`config.mk`:
```
export PLATFORM = sky130hd
export DESIGN_NAME = hazard_ctrl
export DESIGN_NICKNAME = d
export VERILOG_FILES = /design/src/rtl/hazard_ctrl_pkg.sv /design/src/rtl/hazard_ctrl_fwd_unit.sv /design/src/rtl/hazard_ctrl.sv
export SDC_FILE = /design/constraint.sdc
export NUM_CORES = 1
export LEC_CHECK = 0
export CAP_MARGIN = 10
export CORE_AREA = 2 2 59 61
export DETAILED_ROUTE_END_ITERATION = 8
export DIE_AREA = 0 0 61 63
export PLACE_DENSITY = 0.77
export SETUP_SLACK_MARGIN = 0.02
export SYNTH_ARGS = -nofsm -noshare
export SYNTH_HDL_FRONTEND = slang
export SYNTH_SLANG_ARGS = --single-unit
```
`constraint.sdc`:
```
create_clock -name hz_clk -period 2.1 [get_ports hz_clk]
set_input_delay 0.42 -clock hz_clk [delete_from_list [all_inputs] [get_ports hz_clk]]
set_output_delay 0.42 -clock hz_clk [all_outputs]
set_load 0.1 [all_outputs]
```
`src/rtl/hazard_ctrl_pkg.sv`:
```
// hazard_ctrl_pkg
// Shared encodings for the hazard controller: opcode width and the opcodes
// the controller recognises, the FSM state encoding (also driven onto the
// debug state port), and the operand-forwarding select codes.
package hazard_ctrl_pkg;

    localparam int OPCODE_WIDTH = 7;

    localparam logic [OPCODE_WIDTH-1:0] LOAD_WORD = 7'b0000011;
    localparam logic [OPCODE_WIDTH-1:0] OP_ADD    = 7'b0110011;

    typedef enum logic [1:0] {
        HZ_IDLE     = 2'b00,
        HZ_MEM_WAIT = 2'b01,
        HZ_FLUSH    = 2'b10
    } hz_state_e;

    localparam logic [1:0] FWD_RF  = 2'b00;
    localparam logic [1:0] FWD_MEM = 2'b01;
    localparam logic [1:0] FWD_WB  = 2'b10;

endpackage

```
`src/rtl/hazard_ctrl_fwd_unit.sv`:
```
// hazard_fwd_unit
// Purely combinational per-operand comparator. One instance serves one source
// operand: it picks the forwarding source for the execute-stage operand and
// flags whether the decode-stage operand reads a register that EX, MEM or WB
// is about to write (register 0 never matches).
// Ports:
//   ex_rs            execute-stage source address (forwarding side)
//   de_rs, de_use    decode-stage source address and its use flag (RAW side)
//   ex_rd, ex_wr     EX destination and "EX holds a valid writing instruction"
//   mem_rd, mem_we   MEM destination and write enable
//   wb_rd, wb_we     WB destination and write enable
//   fwd_sel          00 regfile, 01 MEM result, 10 WB result (MEM wins)
//   raw_ex/mem/wb    decode operand matches a pending write in that stage
module hazard_fwd_unit
    import hazard_ctrl_pkg::*;
#(
    parameter int AWIDTH = 5
) (
    input  logic [AWIDTH-1:0] ex_rs,
    input  logic [AWIDTH-1:0] de_rs,
    input  logic              de_use,
    input  logic [AWIDTH-1:0] ex_rd,
    input  logic              ex_wr,
    input  logic [AWIDTH-1:0] mem_rd,
    input  logic              mem_we,
    input  logic [AWIDTH-1:0] wb_rd,
    input  logic              wb_we,
    output logic [1:0]        fwd_sel,
    output logic              raw_ex,
    output logic              raw_mem,
    output logic              raw_wb
);

    logic mem_fwd;
    logic wb_fwd;

    assign mem_fwd = mem_we && (mem_rd != '0) && (mem_rd == ex_rs);
    assign wb_fwd  = wb_we  && (wb_rd  != '0) && (wb_rd  == ex_rs);
    assign fwd_sel = mem_fwd ? FWD_MEM : (wb_fwd ? FWD_WB : FWD_RF);

    assign raw_ex  = de_use && ex_wr  && (ex_rd  != '0) && (ex_rd  == de_rs);
    assign raw_mem = de_use && mem_we && (mem_rd != '0) && (mem_rd == de_rs);
    assign raw_wb  = de_use && wb_we  && (wb_rd  != '0) && (wb_rd  == de_rs);

endmodule

```
`src/rtl/hazard_ctrl.sv`:
```
// hazard_ctrl
// Pipeline hazard and sequencing controller for the 5-stage core. Detects
// load-use / RAW hazards, drives per-stage stall and flush lines, produces
// operand-forwarding selects, holds the pipe during outstanding data-memory
// accesses (with a timeout), and turns a PC change into a bounded front-end
// flush.
// Build option: define HAZARD_FORWARDING_EN to enable operand forwarding
// (only load-use then inserts a bubble). Without it the forwarding selects
// are 00 and any RAW match against EX/MEM/WB stalls decode in IDLE.
// Ports:
//   hz_clk, hz_rst                    clock, async active-high reset
//   hz_i_de_*                         decode valid, sources, source-use flags
//   hz_i_ex_*                         execute valid, opcode, sources, rd, we,
//                                     PC redirect
//   hz_i_mem_rd/we, hz_i_wb_rd/we     pending writes in MEM / WB
//   hz_i_mem_req, hz_i_mem_ack        data-memory request / completion
//   hz_o_stall_if/de/ex               hold stage registers
//   hz_o_flush_de/ex                  bubble stage contents
//   hz_o_fwd_rs1/rs2                  forwarding selects
//   hz_o_timeout                      one-cycle memory-timeout pulse
//   hz_o_state                        FSM state (debug)
module hazard_ctrl
    import hazard_ctrl_pkg::*;
#(
    parameter int AWIDTH       = 5,
    parameter int MEM_TIMEOUT  = 16,
    parameter int FLUSH_CYCLES = 2
) (
    input  logic                    hz_clk,
    input  logic                    hz_rst,
    input  logic                    hz_i_de_ce,
    input  logic [AWIDTH-1:0]       hz_i_de_rs1,
    input  logic [AWIDTH-1:0]       hz_i_de_rs2,
    input  logic                    hz_i_de_use_rs1,
    input  logic                    hz_i_de_use_rs2,
    input  logic                    hz_i_ex_ce,
    input  logic [OPCODE_WIDTH-1:0] hz_i_ex_opcode,
    input  logic [AWIDTH-1:0]       hz_i_ex_rs1,
    input  logic [AWIDTH-1:0]       hz_i_ex_rs2,
    input  logic [AWIDTH-1:0]       hz_i_ex_rd,
    input  logic                    hz_i_ex_we,
    input  logic                    hz_i_ex_change_pc,
    input  logic [AWIDTH-1:0]       hz_i_mem_rd,
    input  logic [AWIDTH-1:0]       hz_i_wb_rd,
    input  logic                    hz_i_mem_we,
    input  logic                    hz_i_wb_we,
    input  logic                    hz_i_mem_req,
    input  logic                    hz_i_mem_ack,
    output logic                    hz_o_stall_if,
    output logic                    hz_o_stall_de,
    output logic                    hz_o_stall_ex,
    output logic                    hz_o_flush_de,
    output logic                    hz_o_flush_ex,
    output logic [1:0]              hz_o_fwd_rs1,
    output logic [1:0]              hz_o_fwd_rs2,
    output logic                    hz_o_timeout,
    output logic [1:0]              hz_o_state
);

    localparam int CW = $clog2(MEM_TIMEOUT + 1);
    // Last MEM_WAIT count: incrementing past it would reach MEM_TIMEOUT-1,
    // which together with the request cycle makes MEM_TIMEOUT stall cycles.
    localparam logic [CW-1:0] MEM_LAST   = CW'(MEM_TIMEOUT - 2);
    localparam logic [2:0]    FLUSH_LOAD = 3'(FLUSH_CYCLES);

    hz_state_e     state;
    logic [CW-1:0] mem_cnt;
    logic [2:0]    flush_cnt;
    logic          pend;

    logic [1:0] fwd_sel1, fwd_sel2;
    logic       raw_ex1, raw_mem1, raw_wb1;
    logic       raw_ex2, raw_mem2, raw_wb2;
    logic       ex_wr;
    logic       load_use;
    logic       bubble;
    logic [1:0] fwd1, fwd2;
    logic       req_wait;
    logic       mem_last;

    assign ex_wr = hz_i_ex_ce && hz_i_ex_we;

    hazard_fwd_unit #(.AWIDTH(AWIDTH)) u_fwd_rs1 (
        .ex_rs   (hz_i_ex_rs1),
        .de_rs   (hz_i_de_rs1),
        .de_use  (hz_i_de_use_rs1),
        .ex_rd   (hz_i_ex_rd),
        .ex_wr   (ex_wr),
        .mem_rd  (hz_i_mem_rd),
        .mem_we  (hz_i_mem_we),
        .wb_rd   (hz_i_wb_rd),
        .wb_we   (hz_i_wb_we),
        .fwd_sel (fwd_sel1),
        .raw_ex  (raw_ex1),
        .raw_mem (raw_mem1),
        .raw_wb  (raw_wb1)
    );

    hazard_fwd_unit #(.AWIDTH(AWIDTH)) u_fwd_rs2 (
        .ex_rs   (hz_i_ex_rs2),
        .de_rs   (hz_i_de_rs2),
        .de_use  (hz_i_de_use_rs2),
        .ex_rd   (hz_i_ex_rd),
        .ex_wr   (ex_wr),
        .mem_rd  (hz_i_mem_rd),
        .mem_we  (hz_i_mem_we),
        .wb_rd   (hz_i_wb_rd),
        .wb_we   (hz_i_wb_we),
        .fwd_sel (fwd_sel2),
        .raw_ex  (raw_ex2),
        .raw_mem (raw_mem2),
        .raw_wb  (raw_wb2)
    );

    // raw_ex already folds in EX valid, EX write enable and rd != 0.
    assign load_use = hz_i_de_ce && (hz_i_ex_opcode == LOAD_WORD) && (raw_ex1 || raw_ex2);

`ifdef HAZARD_FORWARDING_EN
    logic unused_raw;
    assign unused_raw = &{1'b0, raw_mem1, raw_wb1, raw_mem2, raw_wb2};
    assign bubble = load_use;
    assign fwd1   = fwd_sel1;
    assign fwd2   = fwd_sel2;
`else
    logic unused_fwd;
    assign unused_fwd = &{1'b0, fwd_sel1, fwd_sel2};
    assign bubble = load_use || (hz_i_de_ce &&
                    (raw_ex1 || raw_mem1 || raw_wb1 || raw_ex2 || raw_mem2 || raw_wb2));
    assign fwd1   = FWD_RF;
    assign fwd2   = FWD_RF;
`endif

    assign req_wait = hz_i_mem_req && !hz_i_mem_ack;
    assign mem_last = (mem_cnt == MEM_LAST) && !hz_i_mem_ack;

    always_ff @(posedge hz_clk or posedge hz_rst) begin
        if (hz_rst) begin
            state     <= HZ_IDLE;
            mem_cnt   <= '0;
            flush_cnt <= '0;
            pend      <= 1'b0;
        end else begin
            case (state)
                HZ_IDLE: begin
                    if (req_wait) begin
                        state   <= HZ_MEM_WAIT;
                        mem_cnt <= '0;
                        pend    <= 1'b0;
                    end else if (hz_i_ex_change_pc) begin
                        state     <= HZ_FLUSH;
                        flush_cnt <= FLUSH_LOAD;
                    end
                end
                HZ_MEM_WAIT: begin
                    if (hz_i_mem_ack || mem_last) begin
                        // A redirect seen while waiting is honoured on exit.
                        if (pend || hz_i_ex_change_pc) begin
                            state     <= HZ_FLUSH;
                            flush_cnt <= FLUSH_LOAD;
                        end else begin
                            state <= HZ_IDLE;
                        end
                        pend    <= 1'b0;
                        mem_cnt <= '0;
                    end else begin
                        mem_cnt <= mem_cnt + CW'(1);
                        if (hz_i_ex_change_pc) pend <= 1'b1;
                    end
                end
                HZ_FLUSH: begin
                    if (hz_i_ex_change_pc) begin
                        flush_cnt <= FLUSH_LOAD;
                    end else if (flush_cnt <= 3'd1) begin
                        state     <= HZ_IDLE;
                        flush_cnt <= '0;
                    end else begin
                        flush_cnt <= flush_cnt - 3'd1;
                    end
                end
                default: begin
                    state     <= HZ_IDLE;
                    mem_cnt   <= '0;
                    flush_cnt <= '0;
                    pend      <= 1'b0;
                end
            endcase
        end
    end

    // Outputs are forced low during reset, including the combinational paths.
    always_comb begin
        hz_o_stall_if = 1'b0;
        hz_o_stall_de = 1'b0;
        hz_o_stall_ex = 1'b0;
        hz_o_flush_de = 1'b0;
        hz_o_flush_ex = 1'b0;
        hz_o_timeout  = 1'b0;
        if (!hz_rst) begin
            case (state)
                HZ_IDLE: begin
                    // A new memory wait outranks a bubble: no flush while EX is held.
                    hz_o_stall_if = req_wait || bubble;
                    hz_o_stall_de = req_wait || bubble;
                    hz_o_stall_ex = req_wait;
                    hz_o_flush_ex = bubble && !req_wait;
                end
                HZ_MEM_WAIT: begin
                    hz_o_stall_if = 1'b1;
                    hz_o_stall_de = 1'b1;
                    hz_o_stall_ex = 1'b1;
                    hz_o_timeout  = mem_last;
                end
                HZ_FLUSH: begin
                    hz_o_flush_de = 1'b1;
                    hz_o_flush_ex = 1'b1;
                end
                default: ;
            endcase
        end
    end

    assign hz_o_fwd_rs1 = hz_rst ? FWD_RF : fwd1;
    assign hz_o_fwd_rs2 = hz_rst ? FWD_RF : fwd2;
    assign hz_o_state   = state;

endmodule

```
==> impl_metrics.toml <==
[yosys]
synth_top_area_frac = 0.237
yosys.area.top_type = "dfrtp_1"
synthFlopType = "dfrtp_1"
avgSynthCellArea_um2 = 8.00
netlist_area_um2 = 1160
syn_inst = 145
synth-edff-count = 0
async_reset_ff_frac = 1.00
yosys_warnings = 0
seq_area_frac_synth = 0.237
synth_seq_cells = 11
synth.distinct_cells = 37
yosys-top-cells-area = "dfrtp_1, xnor2_1, nand2_1"

[sta]
fin_crit_ns = 2.28
max_freq_mhz = 439
slew_violations = 0
setup_violations = 3
finalCritPeriodShare = 1.09
rsz0062_at_grt = "yes"
clock_skew_ns = 0.00251
hold_viol = 0
fin_ws_ns = -0.180

[layout]
instances_no_fill = 262
most-common-layout-cells = "buf_4, xnor2_1, nand2_1"
layout.nets = 274
drive_above_1_share = 0.372
final_util = 0.636
final_common_cell = "buf_4"
areaGrowthSynthToFinish_pct = 77.2

[worst_setup_path]
critPathBufInv = 2
path_cells = "buf_6, or4_1, o21a_1, a32oi_2, o211ai_1, clkbuf_16"
crit_path_start_kind = "input pin"
worst-path-stages = 6
path_max_fanout = 2
crit_arrival_ns = 1.86
end_kind = "output pin"
max_stage_delay_ns = 0.51
critical_path.top_delay_family = "compound AO/OA/AOI/OAI gates"
reg2regPathDepth = 7
slowest_stage = "or4_1"
critPathKind = "input pin to output pin"
cp.required_ns = 1.68

[floorplanning]
core.rowCount = 21
coreArea_um2 = 3230
pin_count = 66
start_util = 0.359
fp.dieH_um = 63
die-area_um2 = 3840
dieWidth_um = 61

[clock_network]
clock_sinks = 11
clk_path_buf_depth = 2
cts_max_level = 1
clk_pin_slew_worst_paths_ns = 0.07
cts_tree = "yes"
holdBufCountCts = 0
cts_buffers = 3
root_buffer = "clkbuf_4"
clock_latency_ns = 0.28

[routing]
routedWlPerCell_um = 14.1
drc = 0
drtAntennaViolNets = 0
totalWireLength_mm = 3.69
routed-via-count = 1326
drt_first_pass_iters = 4
drtIter0Drc = 67
vias_per_cell = 5.06

[place]
portBuffers = 44
dp.final_hpwl_mm = 2.87
place.gp.congestion = 0.869
pre_cts_ws_ns = -0.525
dp.cells = 254

[power]
finalPower_mw = 1.61
p_leak_nw = 0.912
vdd_drop_max_mv = 0.546
power-per-cell-area_nw_per_um2 = 782

[global_routing]
grt_pass1_wl_mm = 5.82
grt_max_degree = 15
grt_pass1_vias = 1314
grt_use_total = 0.198
antenna_found_initial = 1
overflow = 0

[status]
run_status = "finished, violations left"
violations = "setup timing"

[min_path]
holdCritPathClass = "input pin to async pin"

[run]
drv_cap = 0
## registers in the layout, summed over array words and instances (netlist names)
signal,cells
hz_o_state,2
pend,1
mem_cnt,5
flush_cnt,3
## synth_stat cells, drive strengths merged, types with 4 or more instances
master,n
inv,8
o211ai,4
o21ai,7
nand3,5
xnor2,28
nor3,8
dfrtp,11
buf,6
ha,4
nor2,7
a21oi,7
nand2,15
nand4,6
## tightest hold or removal path: stages
cell and delay, ns:
clkdlybuf4s50_1 0.45, inv_1 0.08, buf_4 0.20
## report_power, final
| part | total [mW] | internal (mW) | switching [mW] |
|---|---|---|---|
| clock network | 0.153 | 0.0738 | 0.0795 |
| registers | 0.355 | 0.285 | 0.0706 |
| logic | 1.10 | 0.466 | 0.633 |
| total | 1.61 | 0.825 | 0.783 |
## repair_timing
action | CTS | global route
resized for setup | 68 | 32
buffers inserted | 2 | 1
pin swaps | 19 | 25
setup endpoints to repair | 5 | 5
## through the flow
stage	hold WS, ns	instance area, um2	setup TNS [ns]
3_3_place_gp	0.507	1930	-1.48
3_5_place_dp	0.523	1930	-1.61
2_1_floorplan	0.278	1250	-1.52
6_report	0.517	2060	-0.477
4_1_cts	0.518	2040	-0.492
5_1_grt	0.564	2060	-0.698
## per-layer routing
layer,wire (um),vias to the layer above,GRT usage
li1,-,652,-
met1,1450,605,0.223
met2,1900,63,0.372
met3,266,6,0.0228
met4,76,0,0.0571
met5,0,-,0
## final timing paths
| check | startpoint | end | slack (ns) |
|---|---|---|---|
| max in group asynchronous | hz_rst | hz_o_state[0] | 1.41 |
| setup / recovery | hz_i_mem_rd[0] | hz_o_flush_ex | -0.18 |
| hold / removal | hz_rst | hz_o_state[1] | 0.52 |
| setup reg to reg | hz_o_state[1] | hz_o_state[1] | 0.36 |
| hold reg to reg | flush_cnt[2] | flush_cnt[2] | 0.53 |
| min in group hz_clk | flush_cnt[2] | flush_cnt[2] | 0.53 |
## cell type report
type / instances / area (um2)
Antenna cell: 1 / 2.50
Clock buffer: 4 / 26.3
Fill cell: 282 / 1180
Inverter: 8 / 30.0
Multi-Input combinational cell: 122 / 978
Sequential cell: 11 / 283
Tap cell: 46 / 57.6
Timing Repair Buffer: 70 / 678
## kinds of logic (layout without fill, tap and decap cells)
logic type | Yosys count | count (layout) | synth area share
other | 1 | 5 | 0.00323
xor gates and xnor gates | 30 | 30 | 0.227
buffers and inverters | 15 | 82 | 0.0712
muxes | 2 | 2 | 0.0173
adders and majority gates | 4 | 4 | 0.0432
AOI/OAI and AO/OA | 33 | 33 | 0.187
and+or+nand+nor | 49 | 49 | 0.215
DFF | 11 | 11 | 0.237
(Power assumes the default switching activity.)
